**src/rtl/dbus_arbiter.sv**
```systemverilog
// Two-master round-robin req/ack arbiter for the data-side bus into the Bridge.
// Optional DBUS_LOCK_EN macro enables bounded back-to-back (locked) ownership.
module dbus_arbiter #(
  parameter logic        RR_INIT  = 1'b0,
  parameter int unsigned MAX_LOCK = 4
) (
  input  logic        clk,
  input  logic        reset,
  input  logic        m0_req_i,
  input  logic        m0_we_i,
  input  logic [31:0] m0_addr_i,
  input  logic [31:0] m0_wdata_i,
  input  logic [3:0]  m0_byteen_i,
  input  logic        m0_lock_i,
  output logic [31:0] m0_rdata_o,
  output logic        m0_ack_o,
  input  logic        m1_req_i,
  input  logic        m1_we_i,
  input  logic [31:0] m1_addr_i,
  input  logic [31:0] m1_wdata_i,
  input  logic [3:0]  m1_byteen_i,
  input  logic        m1_lock_i,
  output logic [31:0] m1_rdata_o,
  output logic        m1_ack_o,
  output logic [31:0] bus_addr_o,
  output logic [31:0] bus_wdata_o,
  output logic [3:0]  bus_byteen_o,
  output logic        bus_we_o,
  input  logic [31:0] bus_rdata_i
);

  localparam int unsigned AW  = 32;
  localparam int unsigned DW  = 32;
  localparam int unsigned BEW = 4;
  localparam int unsigned CW  = 4;

  typedef enum logic [1:0] {
    IDLE  = 2'd0,
    GRANT = 2'd1,
    RESP  = 2'd2
  } state_e;

  state_e         state_q, state_d;
  logic           owner_q, owner_d;
  logic           rr_next_q, rr_next_d;
  logic [AW-1:0]  bus_addr_q, bus_addr_d;
  logic [DW-1:0]  bus_wdata_q, bus_wdata_d;
  logic [BEW-1:0] bus_byteen_q, bus_byteen_d;
  logic           bus_we_q, bus_we_d;
  logic           m0_ack_q, m0_ack_d;
  logic           m1_ack_q, m1_ack_d;
  logic [DW-1:0]  m0_rdata_q, m0_rdata_d;
  logic [DW-1:0]  m1_rdata_q, m1_rdata_d;
  logic           win_c;
  logic           win_locked_c;

`ifdef DBUS_LOCK_EN
  logic [CW-1:0]  lock_cnt_q, lock_cnt_d;
  logic           lock_seen_q, lock_seen_d;
  logic           locked_q, locked_d;
`else
  logic [CW-1:0]  unused_max_c;
  logic           unused_lock_c;
  assign unused_max_c  = CW'(MAX_LOCK);
  assign unused_lock_c = m0_lock_i ^ m1_lock_i;
`endif

  // Winner selection: a locked re-grant to the last owner beats round-robin
  always_comb begin
    win_locked_c = 1'b0;
`ifdef DBUS_LOCK_EN
    win_locked_c = lock_seen_q && (owner_q ? m1_req_i : m0_req_i) &&
                   (lock_cnt_q < CW'(MAX_LOCK));
`endif
    if (win_locked_c) begin
      win_c = owner_q;
    end else if (m0_req_i && m1_req_i) begin
      win_c = rr_next_q;
    end else begin
      win_c = m1_req_i;
    end
  end

  // Next-state: bus fields are only non-zero for the single GRANT cycle
  always_comb begin
    state_d      = state_q;
    owner_d      = owner_q;
    rr_next_d    = rr_next_q;
    bus_addr_d   = '0;
    bus_wdata_d  = '0;
    bus_byteen_d = '0;
    bus_we_d     = 1'b0;
    m0_ack_d     = 1'b0;
    m1_ack_d     = 1'b0;
    m0_rdata_d   = m0_rdata_q;
    m1_rdata_d   = m1_rdata_q;
`ifdef DBUS_LOCK_EN
    lock_cnt_d   = lock_cnt_q;
    lock_seen_d  = lock_seen_q;
    locked_d     = locked_q;
`endif
    unique case (state_q)
      IDLE: begin
        if (m0_req_i || m1_req_i) begin
          state_d      = GRANT;
          owner_d      = win_c;
          bus_addr_d   = win_c ? m1_addr_i  : m0_addr_i;
          bus_wdata_d  = win_c ? m1_wdata_i : m0_wdata_i;
          bus_we_d     = win_c ? m1_we_i    : m0_we_i;
          bus_byteen_d = win_c ? (m1_we_i ? m1_byteen_i : '0)
                               : (m0_we_i ? m0_byteen_i : '0);
`ifdef DBUS_LOCK_EN
          locked_d     = win_locked_c;
          lock_cnt_d   = win_locked_c ? (lock_cnt_q + CW'(1)) : '0;
`endif
        end
      end
      GRANT: begin
        state_d    = RESP;
        m0_ack_d   = ~owner_q;
        m1_ack_d   = owner_q;
        m0_rdata_d = owner_q ? '0 : bus_rdata_i;
        m1_rdata_d = owner_q ? bus_rdata_i : '0;
`ifdef DBUS_LOCK_EN
        rr_next_d   = locked_q ? rr_next_q : ~owner_q;
        lock_seen_d = owner_q ? m1_lock_i : m0_lock_i;
`else
        rr_next_d   = ~owner_q;
`endif
      end
      RESP: begin
        state_d = IDLE;
      end
      default: begin
        state_d = IDLE;
      end
    endcase
  end

  always_ff @(posedge clk or negedge reset) begin
    if (!reset) begin
      state_q      <= IDLE;
      owner_q      <= RR_INIT;
      rr_next_q    <= RR_INIT;
      bus_addr_q   <= '0;
      bus_wdata_q  <= '0;
      bus_byteen_q <= '0;
      bus_we_q     <= 1'b0;
      m0_ack_q     <= 1'b0;
      m1_ack_q     <= 1'b0;
      m0_rdata_q   <= '0;
      m1_rdata_q   <= '0;
`ifdef DBUS_LOCK_EN
      lock_cnt_q   <= '0;
      lock_seen_q  <= 1'b0;
      locked_q     <= 1'b0;
`endif
    end else begin
      state_q      <= state_d;
      owner_q      <= owner_d;
      rr_next_q    <= rr_next_d;
      bus_addr_q   <= bus_addr_d;
      bus_wdata_q  <= bus_wdata_d;
      bus_byteen_q <= bus_byteen_d;
      bus_we_q     <= bus_we_d;
      m0_ack_q     <= m0_ack_d;
      m1_ack_q     <= m1_ack_d;
      m0_rdata_q   <= m0_rdata_d;
      m1_rdata_q   <= m1_rdata_d;
`ifdef DBUS_LOCK_EN
      lock_cnt_q   <= lock_cnt_d;
      lock_seen_q  <= lock_seen_d;
      locked_q     <= locked_d;
`endif
    end
  end

  assign bus_addr_o   = bus_addr_q;
  assign bus_wdata_o  = bus_wdata_q;
  assign bus_byteen_o = bus_byteen_q;
  assign bus_we_o     = bus_we_q;
  assign m0_ack_o     = m0_ack_q;
  assign m1_ack_o     = m1_ack_q;
  assign m0_rdata_o   = m0_rdata_q;
  assign m1_rdata_o   = m1_rdata_q;

endmodule

```
**config.mk**
```make
export PLATFORM = sky130hd
export DESIGN_NAME = dbus_arbiter
export DESIGN_NICKNAME = d
export VERILOG_FILES = /design/src/rtl/dbus_arbiter.sv
export SDC_FILE = /design/constraint.sdc
export NUM_CORES = 1
export LEC_CHECK = 0
export CORE_AREA = 2 2 133 135
export CTS_BUF_LIST = sky130_fd_sc_hd__clkbuf_16
export DETAILED_ROUTE_END_ITERATION = 12
export DIE_AREA = 0 0 135 137
export PLACE_DENSITY = 0.81
export SYNTH_ARGS = -nofsm -noshare
export SYNTH_HDL_FRONTEND = slang
export SYNTH_SLANG_ARGS = --single-unit
```
**constraint.sdc**
```tcl
create_clock -name clk -period 2.6 [get_ports clk]
set_input_delay 0.26 -clock clk [delete_from_list [all_inputs] [get_ports clk]]
set_output_delay 0.26 -clock clk [all_outputs]
set_load 0.01 [all_outputs]
```
==> results of run 1 <==
cell families (layout without fill, tap and decap cells):
family / Yosys count / count (layout) / share of synthesized area [%]
buffers and inverters: 62 / 360 / 5.22
AO/OA/AOI/OAI: 173 / 173 / 15.1
flip-flops: 139 / 139 / 59.3
AND/OR/NAND/NOR: 235 / 235 / 20.4
registers in the layout (all words and copies together), names as in the netlist:
signal        count
m1_ack_o          1
bus_byteen_o      4
owner_q           1
bus_wdata_o      32
m0_rdata_o       32
state_q           2
rr_next_q         1
bus_addr_o       32
bus_we_o          1
m1_rdata_o       32
m0_ack_o          1
metal layers:
layer,wire length [um],vias up,track usage [%]
met1,6950,2621,22.3
met2,9490,272,35.4
li1,-,2642,-
met4,363,0,7.18
met3,1770,26,6.96
met5,0,-,0
layout by cell type (no fill, tap or decap), types with 2 or more instances in the layout:
cell               n
clkdlybuf4s50_1  306
dfrtp_1          139
nand2_1          128
o21ai_0           88
a21oi_1           69
nand3b_1          65
nand3_1           32
clkbuf_16         17
buf_4             12
o21ai_1            9
nor2_1             4
nand4b_1           4
o211ai_1           4
inv_6              4
inv_1              3
clkinv_2           3
clkinvlp_4         3
buf_12             3
inv_2              2
clkinv_1           2
power by group:
part / internal (mW) / leakage (nW) / switching, mW
logic: 1.97 / 2.04 / 2.05
clock network: 1.31 / 0.267 / 0.942
registers: 2.90 / 1.83 / 0.320
total: 6.18 / 4.14 / 3.31
through the flow:
step	utilization, %	setup WS, ns	hold WS [ns]
floorplan	-	1.44	-0.0356
global placement	53.4	0.695	0.296
finish	56.6	0.959	0.381
detailed placement	53.4	0.662	0.298
CTS	56.6	0.903	0.361
global route	56.6	0.892	0.402
final cells by class:
| cell class | instances | area, sq um |
|---|---|---|
| Fill cell | 1511 | 7390 |
| Sequential cell | 139 | 3480 |
| Timing Repair Buffer | 324 | 3240 |
| Multi-Input combinational cell | 408 | 2100 |
| Clock buffer | 17 | 425 |
| Tap cell | 225 | 282 |
| Clock inverter | 15 | 123 |
| Inverter | 4 | 15.0 |
cell usage after synthesis (all sizes together):
cell type,count
nand4b,4
a22o,1
nand3b,65
dfrtp,139
clkbuf,17
nand3,32
a21oi,69
nand2,128
o21ai,98
o211ai,4
inv,4
a21o,1
nor2b,1
nor2,4
buf,41
nand2b,1
worst paths after layout:
kind / start / to / slack (ns)
worst min register to register: m1_rdata_o[23]$_DFFE_PN0N_ / m1_rdata_o[23]$_DFFE_PN0N_ / 0.47
worst max register to register: state_q[1]$_DFFE_PN0P_ / m1_rdata_o[1]$_DFFE_PN0N_ / 1.06
max in group asynchronous: reset / m0_rdata_o[25]$_DFFE_PN0N_ / 1.39
worst max-delay path: bus_addr_o[23]$_DFF_PN0_ / bus_addr_o[23] / 0.96
worst min-delay path: m1_req_i / bus_wdata_o[8]$_DFF_PN0_ / 0.38
min in group asynchronous: reset / m1_rdata_o[3]$_DFFE_PN0N_ / 0.41
repair_timing:
item	CTS	global route
resized for setup	0	0
hold buffers	1	0
endpoints found under the hold margin	61	0
==> impl_metrics.ini, run 1 <==
[floorplan]
rows = 48
num_io_pins = 311
core_sq_um = 17100
die_x_um = 135
start_util_pct = 34.4
die_h_um = 137
die-area_sq_um = 18500

[global_route]
grt_usage_pct = 20.0
grt_overflow = 0
grt_pass1_wl_um = 28800
antenna_found_initial = 0
grt_max_degree = 89
grt_pass1_vias = 5662

[worst_setup_path]
required_ns = 2.34
end_kind = output port
critPathArrivalTime_ns = 1.38
crit_chain = clkdlybuf4s50_1
worstSetupStartpointType = flop
path_buf_inv = 1
critPathKind = flop to output port
max_stage_delay_ns = 0.63
path_max_fanout = 1
crit_cells = 1
cpLargestDelayFamily = buffers and inverters
crit_slowest_cell = clkdlybuf4s50_1
worst-r2r-cell-count = 4

[timing]
tns_ns = 0
setup_viol = 0
slew_headroom_pct = 40.9
min_period_ns = 1.64
finClkSkew_ns = 0.00719
drv_slew = 0
max_freq_mhz = 609
rsz0062_at_grt = no
fin_crit_sh_pct = 63.1
worst_pin_slew_ns = 0.885
hold_violations = 0

[min_path]
holdCritPathClass = input port to flop
hold_depth = 4

[synth]
postSynthAreaPerCell_sq_um = 9.64
yosysSeqAreaShare_pct = 59.3
ys_types = 24
synth_top_area_share_pct = 59.3
syn_nets = 785
synth_area_leader_cell = dfrtp_1
synth-seq-cells = 139
synthCells = 609
synthesis.area_sq_um = 5870
ys_warn_count = 0
synth_area_leaders = dfrtp_1, nand3b_1, nand2_1

[drt]
ant_nets = 0
wl_per_cell_um = 16.4
drc = 0
drtIter0Drc = 292
vias = 5561
drt-total-wl_um = 18600
vias_per_cell = 4.91
firstDrtPassIters = 5

[power_and_ir_drop]
powerDensity_nw_per_um2 = 983
power_leakage_nw = 4.14
ir_worst_vdd_uv = 466
total_power_mw = 9.49

[final_layout]
num_antenna_cells = 0
fin_cells = 1132
nets = 1070
drive_gt1_share_pct = 5.62
fin_area_sq_um = 9660
syn_to_final_growth_pct = 64.6

[place]
dp_hpwl_um = 12900
port-buffer-count = 308
placedCellCount = 1099
gp_congestion = 0.802
placed_area_sq_um = 9100

[cts]
cts-buffers-inserted = 17
clk_latency_ns = 0.41
cts-root-buf = clkbuf_16
htree_levels = 4
clockBufferDepth = 2
cts_sinks = 139
post-cts-setup-buffers = 0
cts.clk_slew.worst_paths_ns = 0.06
cts_tree = yes

[run]
cap_violations = 0

[status]
status = finished, final reports clean
No activity file was read; power rests on OpenSTA's default activity.
==> run 2: changes to the inputs <==
==> constraint.sdc (replaced) <==
create_clock -name clk -period 1.7 [get_ports clk]
set_input_delay 0.17 -clock clk [delete_from_list [all_inputs] [get_ports clk]]
set_output_delay 0.17 -clock clk [all_outputs]
set_load 0.01 [all_outputs]
==> impl_metrics.ini, run 2 (synthesized netlist as in run 1, its figures left out) <==
[global_route]
grt_pass1_wl_um = 29500
grt_max_degree = 85
grt_pass1_vias = 5659
grt_usage_pct = 20.6
grt_overflow = 0
antenna_found_initial = 0

[place]
port-buffer-count = 308
gp_congestion = 0.772
placedCellCount = 1106
dp_hpwl_um = 13600

[final_layout]
num_antenna_cells = 0
drive_gt1_share_pct = 6.46
final_cell_mix = clkdlybuf4s50_1, dfrtp_1, nand2_1, o21ai_0, a21oi_1
nets = 1077
syn_to_final_growth_pct = 67.5
final_common_cell = clkdlybuf4s50_1
filler_cell_count = 1509
fin_cells = 1139

[worst_setup_path]
worstSetupStartpointType = flop
path_buf_inv = 1
r2r_setup_slack_ns = 0.37
end_kind = output port
path_max_fanout = 1
rr_startpoint = state_q[0]$_DFFE_PN0P_
crit_slowest_cell = clkdlybuf4s50_1
worst-r2r-cell-count = 4
critPathLaunch = bus_addr_o[23]$_DFF_PN0_
crit_chain = clkdlybuf4s50_1
r2r_end = owner_q$_DFFE_PN0P_
cpLargestDelayFamily = buffers and inverters
critPathKind = flop to output port
critPathArrivalTime_ns = 1.42
required_ns = 1.53
max_stage_delay_ns = 0.58

[drt]
vias_per_cell = 4.95
firstDrtPassIters = 7
vias = 5637
drc = 0
wl_per_cell_um = 16.7
ant_nets = 0
drt-total-wl_um = 19000
drtIter0Drc = 221

[power_and_ir_drop]
ir_worst_vdd_uv = 934
total_power_mw = 14.9
powerDensity_nw_per_um2 = 1510
power_leakage_nw = 4.23

[timing]
rsz0062_at_grt = no
tns_ns = 0
fin_crit_sh_pct = 93.4
setup_viol = 0
finClkSkew_ns = 0.0195
hold_violations = 0
drv_slew = 0
min_period_ns = 1.59
worst_pin_slew_ns = 0.456
slew_headroom_pct = 69.6
max_freq_mhz = 630

[status]
status = finished, final reports clean

[cts]
clockBufferDepth = 2
htree_levels = 4
clk_latency_ns = 0.42
cts.clk_slew.worst_paths_ns = 0.06
cts-buffers-inserted = 17
cts_tree = yes
cts-root-buf = clkbuf_16
cts_sinks = 139

[floorplan]
core_sq_um = 17100
die-area_sq_um = 18500
num_io_pins = 311
die_x_um = 135
rows = 48
die_h_um = 137
start_util_pct = 34.4

[min_path]
min_to = bus_wdata_o[6]$_DFF_PN0_
min_from = m1_req_i
holdCritPathClass = input port to flop
hold_depth = 4

[run]
cap_violations = 0
## run 2: metal layers
metal  GRT usage, %  vias up  wire (um)
met5              0        -          0
li1               -     2666          -
met1           24.2     2723       7390
met3           7.11       20       1610
met4           6.48        0        300
met2           35.5      228       9720
## run 2: worst max-delay path by stage
stage | depth (start not counted) | to | slack (ns)
after floorplan | 6 | m1_rdata_o[12]$_DFFE_PN0N_ | 0.54
after global placement | 5 | bus_addr_o[17]$_DFF_PN0_ | 0.12
after detailed placement | 5 | bus_addr_o[10]$_DFF_PN0_ | 0.06
after CTS | 1 | bus_addr_o[23] | 0.05
after global routing | 1 | bus_addr_o[23] | 0.03
final | 1 | bus_addr_o[23] | 0.11
## run 2: through the flow
stage	setup WS, ns	hold slack (ns)	area [sq um]	utilization [%]
2_1_floorplan	0.541	-0.126	5870	-
6_report	0.113	0.258	9830	57.6
3_5_place_dp	0.0638	0.146	9240	54.2
4_1_cts	0.0525	0.245	9830	57.6
5_1_grt	0.0315	0.249	9830	57.6
3_3_place_gp	0.123	0.140	9240	54.2
## run 2: area by class of cell
| cell class | instances | area, sq um | area share [%] |
|---|---|---|---|
| inverter | 4 | 15.0 | 0.153 |
| multi-input combinational | 408 | 2100 | 21.4 |
| clock buffer | 17 | 425 | 4.33 |
| clock inverter | 15 | 150 | 1.53 |
| sequential | 139 | 3480 | 35.4 |
| tap | 225 | 282 | 2.86 |
| timing repair buffer | 331 | 3380 | 34.4 |
## run 2: repair_timing
action / 4_1_cts / 5_1_grt
hold endpoints to repair: 38 / 0
resized for setup: 0 / 0
hold buffers: 1 / 0
setup buffers: 0 / 0
## run 2: where the power goes
group	switching (mW)	internal, mW
registers	0.509	4.44
clock network	1.46	2.16
logic	3.14	3.15
